### src/rtl/core_rvfi_pkg.sv
`default_nettype none
// ============================================================================
// Module      : core_rvfi_pkg
// Description : Shared types for the RVFI retirement monitor: error codes,
//               counter width default and the retirement record.
// Revision    : 1.0 - initial release
// ============================================================================
package core_rvfi_pkg;

    localparam int unsigned c_errw_default = 16;
    localparam int unsigned c_xlen         = 64;
    localparam int unsigned c_ilen         = 32;

    // Lower value wins when several checks fail on one retirement.
    typedef enum logic [3:0] {
        ERR_NONE  = 4'd0,
        ERR_ORDER = 4'd1,
        ERR_PC    = 4'd2,
        ERR_X0    = 4'd3,
        ERR_RS1   = 4'd4,
        ERR_RS2   = 4'd5,
        ERR_MEM   = 4'd6,
        ERR_ALIGN = 4'd7,
        ERR_HALT  = 4'd8
    } err_code_e;

    typedef struct packed {
        logic                  valid;
        logic [63:0]           order;
        logic [c_ilen-1:0]     insn;
        logic                  trap;
        logic                  halt;
        logic                  intr;
        logic [1:0]            mode;
        logic [4:0]            rs1_addr;
        logic [4:0]            rs2_addr;
        logic [c_xlen-1:0]     rs1_rdata;
        logic [c_xlen-1:0]     rs2_rdata;
        logic [4:0]            rd_addr;
        logic [c_xlen-1:0]     rd_wdata;
        logic [c_xlen-1:0]     pc_rdata;
        logic [c_xlen-1:0]     pc_wdata;
        logic [c_xlen-1:0]     mem_addr;
        logic [c_xlen/8-1:0]   mem_rmask;
        logic [c_xlen/8-1:0]   mem_wmask;
        logic [c_xlen-1:0]     mem_rdata;
        logic [c_xlen-1:0]     mem_wdata;
    } rvfi_retire_t;

endpackage
`default_nettype wire

### src/rtl/core_rvfi_shadow_rf.sv
`default_nettype none
// ============================================================================
// Module      : core_rvfi_shadow_rf
// Description : 31-entry shadow integer register file, two async read ports,
//               one sync write port, per-entry valid bits cleared on reset.
// Revision    : 1.0 - initial release
// ============================================================================
module core_rvfi_shadow_rf #(
    parameter int unsigned XLEN = 64
) (
    input  logic            g_clk,
    input  logic            g_reset,
    input  logic [4:0]      rs1_addr,
    output logic [XLEN-1:0] rs1_data,
    output logic            rs1_valid,
    input  logic [4:0]      rs2_addr,
    output logic [XLEN-1:0] rs2_data,
    output logic            rs2_valid,
    input  logic            wr_en,
    input  logic [4:0]      wr_addr,
    input  logic [XLEN-1:0] wr_data
);

    logic [XLEN-1:0] r_regs [1:31];
    logic [31:1]     r_valid;
    logic            w_wr;

    assign w_wr = wr_en && (wr_addr != 5'd0);

    always_ff @(posedge g_clk) begin
        if (w_wr) begin
            r_regs[wr_addr] <= wr_data;
        end
    end

    always_ff @(posedge g_clk) begin
        if (g_reset) begin
            r_valid <= '0;
        end else if (w_wr) begin
            r_valid[wr_addr] <= 1'b1;
        end
    end

    assign rs1_valid = (rs1_addr != 5'd0) && r_valid[rs1_addr];
    assign rs1_data  = (rs1_addr != 5'd0) ? r_regs[rs1_addr] : '0;
    assign rs2_valid = (rs2_addr != 5'd0) && r_valid[rs2_addr];
    assign rs2_data  = (rs2_addr != 5'd0) ? r_regs[rs2_addr] : '0;

endmodule
`default_nettype wire

### src/rtl/core_rvfi_monitor.sv
`default_nettype none
// ============================================================================
// Module      : core_rvfi_monitor
// Description : Passive RVFI retirement checker. Define RVFI_SHADOW_REGFILE_EN
//               to build the shadow register file for source-operand checks.
// Revision    : 1.0 - initial release
// ============================================================================
module core_rvfi_monitor
    import core_rvfi_pkg::*;
#(
    parameter int unsigned XLEN = 64,
    parameter int unsigned ILEN = 32,
    parameter int unsigned ERRW = c_errw_default
) (
    input  logic              g_clk,
    input  logic              g_reset,
    input  logic              rvfi_valid,
    input  logic [63:0]       rvfi_order,
    input  logic [ILEN-1:0]   rvfi_insn,
    input  logic              rvfi_trap,
    input  logic              rvfi_halt,
    input  logic              rvfi_intr,
    input  logic [1:0]        rvfi_mode,
    input  logic [4:0]        rvfi_rs1_addr,
    input  logic [4:0]        rvfi_rs2_addr,
    input  logic [XLEN-1:0]   rvfi_rs1_rdata,
    input  logic [XLEN-1:0]   rvfi_rs2_rdata,
    input  logic [4:0]        rvfi_rd_addr,
    input  logic [XLEN-1:0]   rvfi_rd_wdata,
    input  logic [XLEN-1:0]   rvfi_pc_rdata,
    input  logic [XLEN-1:0]   rvfi_pc_wdata,
    input  logic [XLEN-1:0]   rvfi_mem_addr,
    input  logic [XLEN/8-1:0] rvfi_mem_rmask,
    input  logic [XLEN/8-1:0] rvfi_mem_wmask,
    input  logic [XLEN-1:0]   rvfi_mem_rdata,
    input  logic [XLEN-1:0]   rvfi_mem_wdata,
    output logic              err_valid,
    output logic [3:0]        err_code,
    output logic [63:0]       err_order,
    output logic [3:0]        first_err_code,
    output logic [63:0]       first_err_order,
    output logic [ERRW-1:0]   err_count,
    output logic [63:0]       retire_count
);

    logic            r_base_seen;
    logic            r_halt_seen;
    logic            r_first_taken;
    logic [63:0]     r_exp_order;
    logic [XLEN-1:0] r_prev_pc;
    logic            r_err_valid;
    err_code_e       r_err_code;
    logic [63:0]     r_err_order;
    err_code_e       r_first_code;
    logic [63:0]     r_first_order;
    logic [ERRW-1:0] r_err_count;
    logic [63:0]     r_retire_count;

    logic            w_rs1_err;
    logic            w_rs2_err;
    logic            w_err;
    err_code_e       w_code;
    logic            w_unused;

`ifdef RVFI_SHADOW_REGFILE_EN
    logic [XLEN-1:0] w_sh_rs1_data;
    logic [XLEN-1:0] w_sh_rs2_data;
    logic            w_sh_rs1_valid;
    logic            w_sh_rs2_valid;

    // Shadow writes land on the edge, so this cycle's reads see pre-retirement state.
    core_rvfi_shadow_rf #(
        .XLEN (XLEN)
    ) u_shadow_rf (
        .g_clk     (g_clk),
        .g_reset   (g_reset),
        .rs1_addr  (rvfi_rs1_addr),
        .rs1_data  (w_sh_rs1_data),
        .rs1_valid (w_sh_rs1_valid),
        .rs2_addr  (rvfi_rs2_addr),
        .rs2_data  (w_sh_rs2_data),
        .rs2_valid (w_sh_rs2_valid),
        .wr_en     (rvfi_valid && !rvfi_trap && !g_reset),
        .wr_addr   (rvfi_rd_addr),
        .wr_data   (rvfi_rd_wdata)
    );

    assign w_rs1_err = ((rvfi_rs1_addr == 5'd0) && (rvfi_rs1_rdata != '0)) ||
                       (w_sh_rs1_valid && (w_sh_rs1_data != rvfi_rs1_rdata));
    assign w_rs2_err = ((rvfi_rs2_addr == 5'd0) && (rvfi_rs2_rdata != '0)) ||
                       (w_sh_rs2_valid && (w_sh_rs2_data != rvfi_rs2_rdata));
    assign w_unused  = ^{rvfi_insn, rvfi_mode, rvfi_mem_addr, rvfi_mem_rdata, rvfi_mem_wdata};
`else
    assign w_rs1_err = (rvfi_rs1_addr == 5'd0) && (rvfi_rs1_rdata != '0);
    assign w_rs2_err = (rvfi_rs2_addr == 5'd0) && (rvfi_rs2_rdata != '0);
    assign w_unused  = ^{rvfi_insn, rvfi_mode, rvfi_trap, rvfi_mem_addr, rvfi_mem_rdata,
                         rvfi_mem_wdata};
`endif

    always_comb begin
        w_code = ERR_NONE;
        if (rvfi_valid) begin
            if (r_base_seen && (rvfi_order != r_exp_order)) begin
                w_code = ERR_ORDER;
            end else if (r_base_seen && !rvfi_intr && (rvfi_pc_rdata != r_prev_pc)) begin
                w_code = ERR_PC;
            end else if ((rvfi_rd_addr == 5'd0) && (rvfi_rd_wdata != '0)) begin
                w_code = ERR_X0;
            end else if (w_rs1_err) begin
                w_code = ERR_RS1;
            end else if (w_rs2_err) begin
                w_code = ERR_RS2;
            end else if ((rvfi_mem_rmask != '0) && (rvfi_mem_wmask != '0)) begin
                w_code = ERR_MEM;
            end else if (rvfi_pc_wdata[0]) begin
                w_code = ERR_ALIGN;
            end else if (r_halt_seen) begin
                w_code = ERR_HALT;
            end
        end
    end

    assign w_err = (w_code != ERR_NONE);

    always_ff @(posedge g_clk) begin
        if (g_reset) begin
            r_base_seen    <= 1'b0;
            r_halt_seen    <= 1'b0;
            r_first_taken  <= 1'b0;
            r_exp_order    <= '0;
            r_prev_pc      <= '0;
            r_err_valid    <= 1'b0;
            r_err_code     <= ERR_NONE;
            r_err_order    <= '0;
            r_first_code   <= ERR_NONE;
            r_first_order  <= '0;
            r_err_count    <= '0;
            r_retire_count <= '0;
        end else begin
            r_err_valid <= w_err;
            if (rvfi_valid) begin
                r_base_seen    <= 1'b1;
                r_exp_order    <= rvfi_order + 64'd1;
                r_prev_pc      <= rvfi_pc_wdata;
                r_retire_count <= r_retire_count + 64'd1;
                if (rvfi_halt) begin
                    r_halt_seen <= 1'b1;
                end
            end
            if (w_err) begin
                r_err_code  <= w_code;
                r_err_order <= rvfi_order;
                if (r_err_count != {ERRW{1'b1}}) begin
                    r_err_count <= r_err_count + 1'b1;
                end
                if (!r_first_taken) begin
                    r_first_taken <= 1'b1;
                    r_first_code  <= w_code;
                    r_first_order <= rvfi_order;
                end
            end
        end
    end

    assign err_valid       = r_err_valid;
    assign err_code        = r_err_code;
    assign err_order       = r_err_order;
    assign first_err_code  = r_first_code;
    assign first_err_order = r_first_order;
    assign err_count       = r_err_count;
    assign retire_count    = r_retire_count;

endmodule
`default_nettype wire

### config.mk
export PLATFORM = sky130hd
export DESIGN_NAME = core_rvfi_monitor
export DESIGN_NICKNAME = d
export VERILOG_FILES = /design/src/rtl/core_rvfi_pkg.sv /design/src/rtl/core_rvfi_shadow_rf.sv /design/src/rtl/core_rvfi_monitor.sv
export SDC_FILE = /design/constraint.sdc
export NUM_CORES = 1
export LEC_CHECK = 0
export ABC_AREA = 1
export CORE_AREA = 2 2 333 335
export DETAILED_ROUTE_END_ITERATION = 8
export DIE_AREA = 0 0 335 337
export GPL_TIMING_DRIVEN = 0
export PLACE_DENSITY_LB_ADDON = 0.08
export SKIP_CTS_REPAIR_TIMING = 1
export SYNTH_ARGS = -nofsm -noshare
export SYNTH_HDL_FRONTEND = slang
export SYNTH_SLANG_ARGS = --single-unit
### constraint.sdc
create_clock -name g_clk -period 3.8 [get_ports g_clk]
set_clock_uncertainty 0.1 [all_clocks]
set_input_delay 0.95 -clock g_clk [delete_from_list [all_inputs] [get_ports g_clk]]
set_output_delay 0.95 -clock g_clk [all_outputs]
set_load 0.03 [all_outputs]
==> qor.yml <==
route:
  antenna_left: 0
  dr.pass1.iters: 5
  drt_iter0_markers: 946
  wl_per_cell_um: 20.2
  vias_per_cell: 4.04
  drt_wl_total_mm: 104
  drcViolationCount: 0
  dr_total_vias: 20800
clocking:
  h-tree-depth: 2
  clk_latency_ns: 0.63
  cts_buffers: 49
  root_buffer: "clkbuf_16"
  cts_sinks: 348
  ctsLongestPathBuffers: 3
  clk_pin_slew_worst_paths_ns: 0.06
  cts_tree: "yes"
sta:
  setup_viol: 0
  timing.setup.tns_ns: 0
  slew_headroom: 0.259
  min_period_ns: 3.62
  fin_crit_sh: 0.954
  worst_pin_slew_ns: 1.11
  holdWs_ns: 0.367
  rsz0062_at_grt: "no"
  slew_viol_final: 0
  hold_viol_final: 0
  fmax_mhz: 276
layout:
  fin_util: 0.261
  final_common_cell: "nor2_1"
  area_growth_pct: 51.8
  fin_cells: 5154
  final_cell_mix: "nor2_1, nand2_1, clkdlybuf4s50_1, dfxtp_1, inv_1"
  fin_nets: 4342
  drive_gt1_frac: 0.0451
synthesis:
  synth_warnings: 0
  yosys_most_used_dff: "dfxtp_1"
  avgSynthCellArea_um2: 6.26
  yosysSeqAreaShare: 0.370
  synth_top_area_share: 0.370
  ys_ff_latch: 348
  synth.distinct_cells: 39
  syn_inst: 3008
  async_flop_share: 0
  netlist_area_um2: 18800
  synthTopCellsByArea: "dfxtp_1, nor2_1, nand2_1, inv_1, xor2_1"
  syn-num-nets: 3658
  yosys.area.top_type: "dfxtp_1"
  synth-edff-count: 0
worst_setup_path:
  cp-end-kind: "flop"
  cp_top_family: "simple AND/OR/NAND/NOR gates"
  crit_path_start_kind: "primary input"
  path_cells: "clkdlybuf4s50_1 -> nor3_1 -> nor3b_2 -> nand2_1 -> nand3_1 -> nor2_1 -> o21ai_1 -> nand3_1 -> buf_8 -> buf_12 -> buf_6 -> nand2_1 -> o21ai_0"
  regToRegSetupSlack_ns: 0.83
  cp_max_fo: 10
  critPathMaxStageDelay_ns: 0.65
  critPathBufInv: 4
  rr_endpoint: "retire_count[62]$_SDFFE_PP0P_"
  ff2ff_path_depth: 11
  critical_path_required_ns: 4.17
  cp.arrival_ns: 4.00
  r2r-start: "retire_count[18]$_SDFFE_PP0P_"
  slowest_stage: "clkdlybuf4s50_1"
  crit_type: "in -> reg"
die:
  initial_core_util: 0.172
  core_um2: 110000
  die_h_um: 337
  io_pins: 864
  die_w_um: 335
  dieArea_um2: 113000
  rows: 122
worst_hold_path:
  worstHoldPathCells: 2
  hp-class: "reg -> reg"
  hp-start: "first_err_order[41]$_SDFFE_PP0P_"
  hold_end: "first_err_order[41]$_SDFFE_PP0P_"
placement:
  routabilityCongestion: 0.842
  io_buffers: 632
  dp_cells: 5067
  dp_hpwl_mm: 85.1
outcome:
  outcome: "finished, final reports clean"
global_routing:
  overflow: 0
  antenna_found_initial: 26
  grt_max_degree: 14
  grt_pass1_wl_mm: 145
  track_usage: 0.178
  grt_pass1_vias: 20700
run:
  cap_violations: 0
power_and_ir_drop:
  ir_drop_mv: 0.288
  cellLeakagePower_nw: 11.9
  p_per_area_nw_per_um2: 389
power breakdown:
part / switching (mW) / internal, mW / leakage (nW)
combinational: 1.45 / 1.07 / 8.26
sequential: 0.164 / 3.92 / 2.87
clock: 1.92 / 2.60 / 0.751
total: 3.53 / 7.59 / 11.9
how the worst max path moves through the flow:
stage | from | endpoint | cells after the start
after floorplan | rvfi_order[10] | err_count[12]$_SDFFE_PP0P_ | 17
after global placement | rvfi_valid | r_prev_pc[9]$_SDFFE_PP0P_ | 7
after detailed placement | rvfi_valid | r_prev_pc[9]$_SDFFE_PP0P_ | 7
after CTS | rvfi_valid | r_prev_pc[9]$_SDFFE_PP0P_ | 7
after global routing | rvfi_order[55] | r_first_taken$_SDFFE_PP0P_ | 20
final | rvfi_rs1_addr[2] | r_first_taken$_SDFFE_PP0P_ | 13
worst register-to-register path: cells and delay by family (launching register included):
| family | cells | cell delay [ns] |
|---|---|---|
| and+or+nand+nor | 7 | 1.83 |
| DFF | 1 | 0.48 |
| AOI/OAI and AO/OA | 2 | 0.28 |
| buffers and inverters | 2 | 0.19 |
per-stage QoR:
stage | setup WS [ns] | cell area [µm²] | total power [mW]
finish | 0.177 | 28600 | 11.1
global route | 0.00383 | 28500 | 11.7
CTS | -0.817 | 28500 | 11.4
detailed placement | -1.49 | 26900 | 6.72
global placement | -1.46 | 26900 | 6.72
floorplan | 1.02 | 18800 | 5.38
cells in the mapped netlist, types with 6 or more instances:
library cell and number:
clkbuf_1 60, nor2_1 766, xnor2_1 6, buf_2 8, a21oi_1 126, o21a_1 6, buf_6 18, o21ai_0 149
xor2_1 133, nand2_1 688, nand3_1 124, inv_2 17, nor2_2 9, nor4_1 19, inv_1 336, buf_1 15
nand4_1 45, dfxtp_1 348, o21ai_1 7, nor3_1 82
sequential cells by signal, summed over array words and instances, names as in the netlist, 4 cells and up:
register / cells
r_exp_order: 64
retire_count: 64
err_order: 64
err_count: 16
first_err_order: 64
err_code: 4
first_err_code: 4
r_prev_pc: 64
cell type report:
cell class,count,area [µm²]
flip-flops and latches,348,6970
clock inverters,10,76.3
well taps,1426,1780
multi-input cells,2196,9980
clock buffers,73,1440
diodes,4,10.0
repair buffers,633,6350
fillers,12500,81000
inverters,355,1340
plain buffers,109,607
cell families (layout without fill, tap and decap cells):
group           count (synthesis)  after routing  share of synthesized area
compound gates                295            295                     0.0801
xor+xnor                      139            139                     0.0647
fa+ha+maj                       3              3                    0.00200
other cells                     0              4                          0
buf+inv                       464           1180                      0.102
simple gates                 1759           1759                      0.381
flops                         348            348                      0.370
per-layer routing:
| layer | vias to the layer above | part of all wire | GRT usage |
|---|---|---|---|
| met3 | 111 | 0.072 | 0.0497 |
| met4 | 20 | 0.021 | 0.0327 |
| met1 | 9371 | 0.44 | 0.220 |
| li1 | 10700 | - | - |
| met2 | 610 | 0.47 | 0.310 |
| met5 | - | 0.0013 | 0 |
Note: power is estimated with default switching activity, not from simulation.
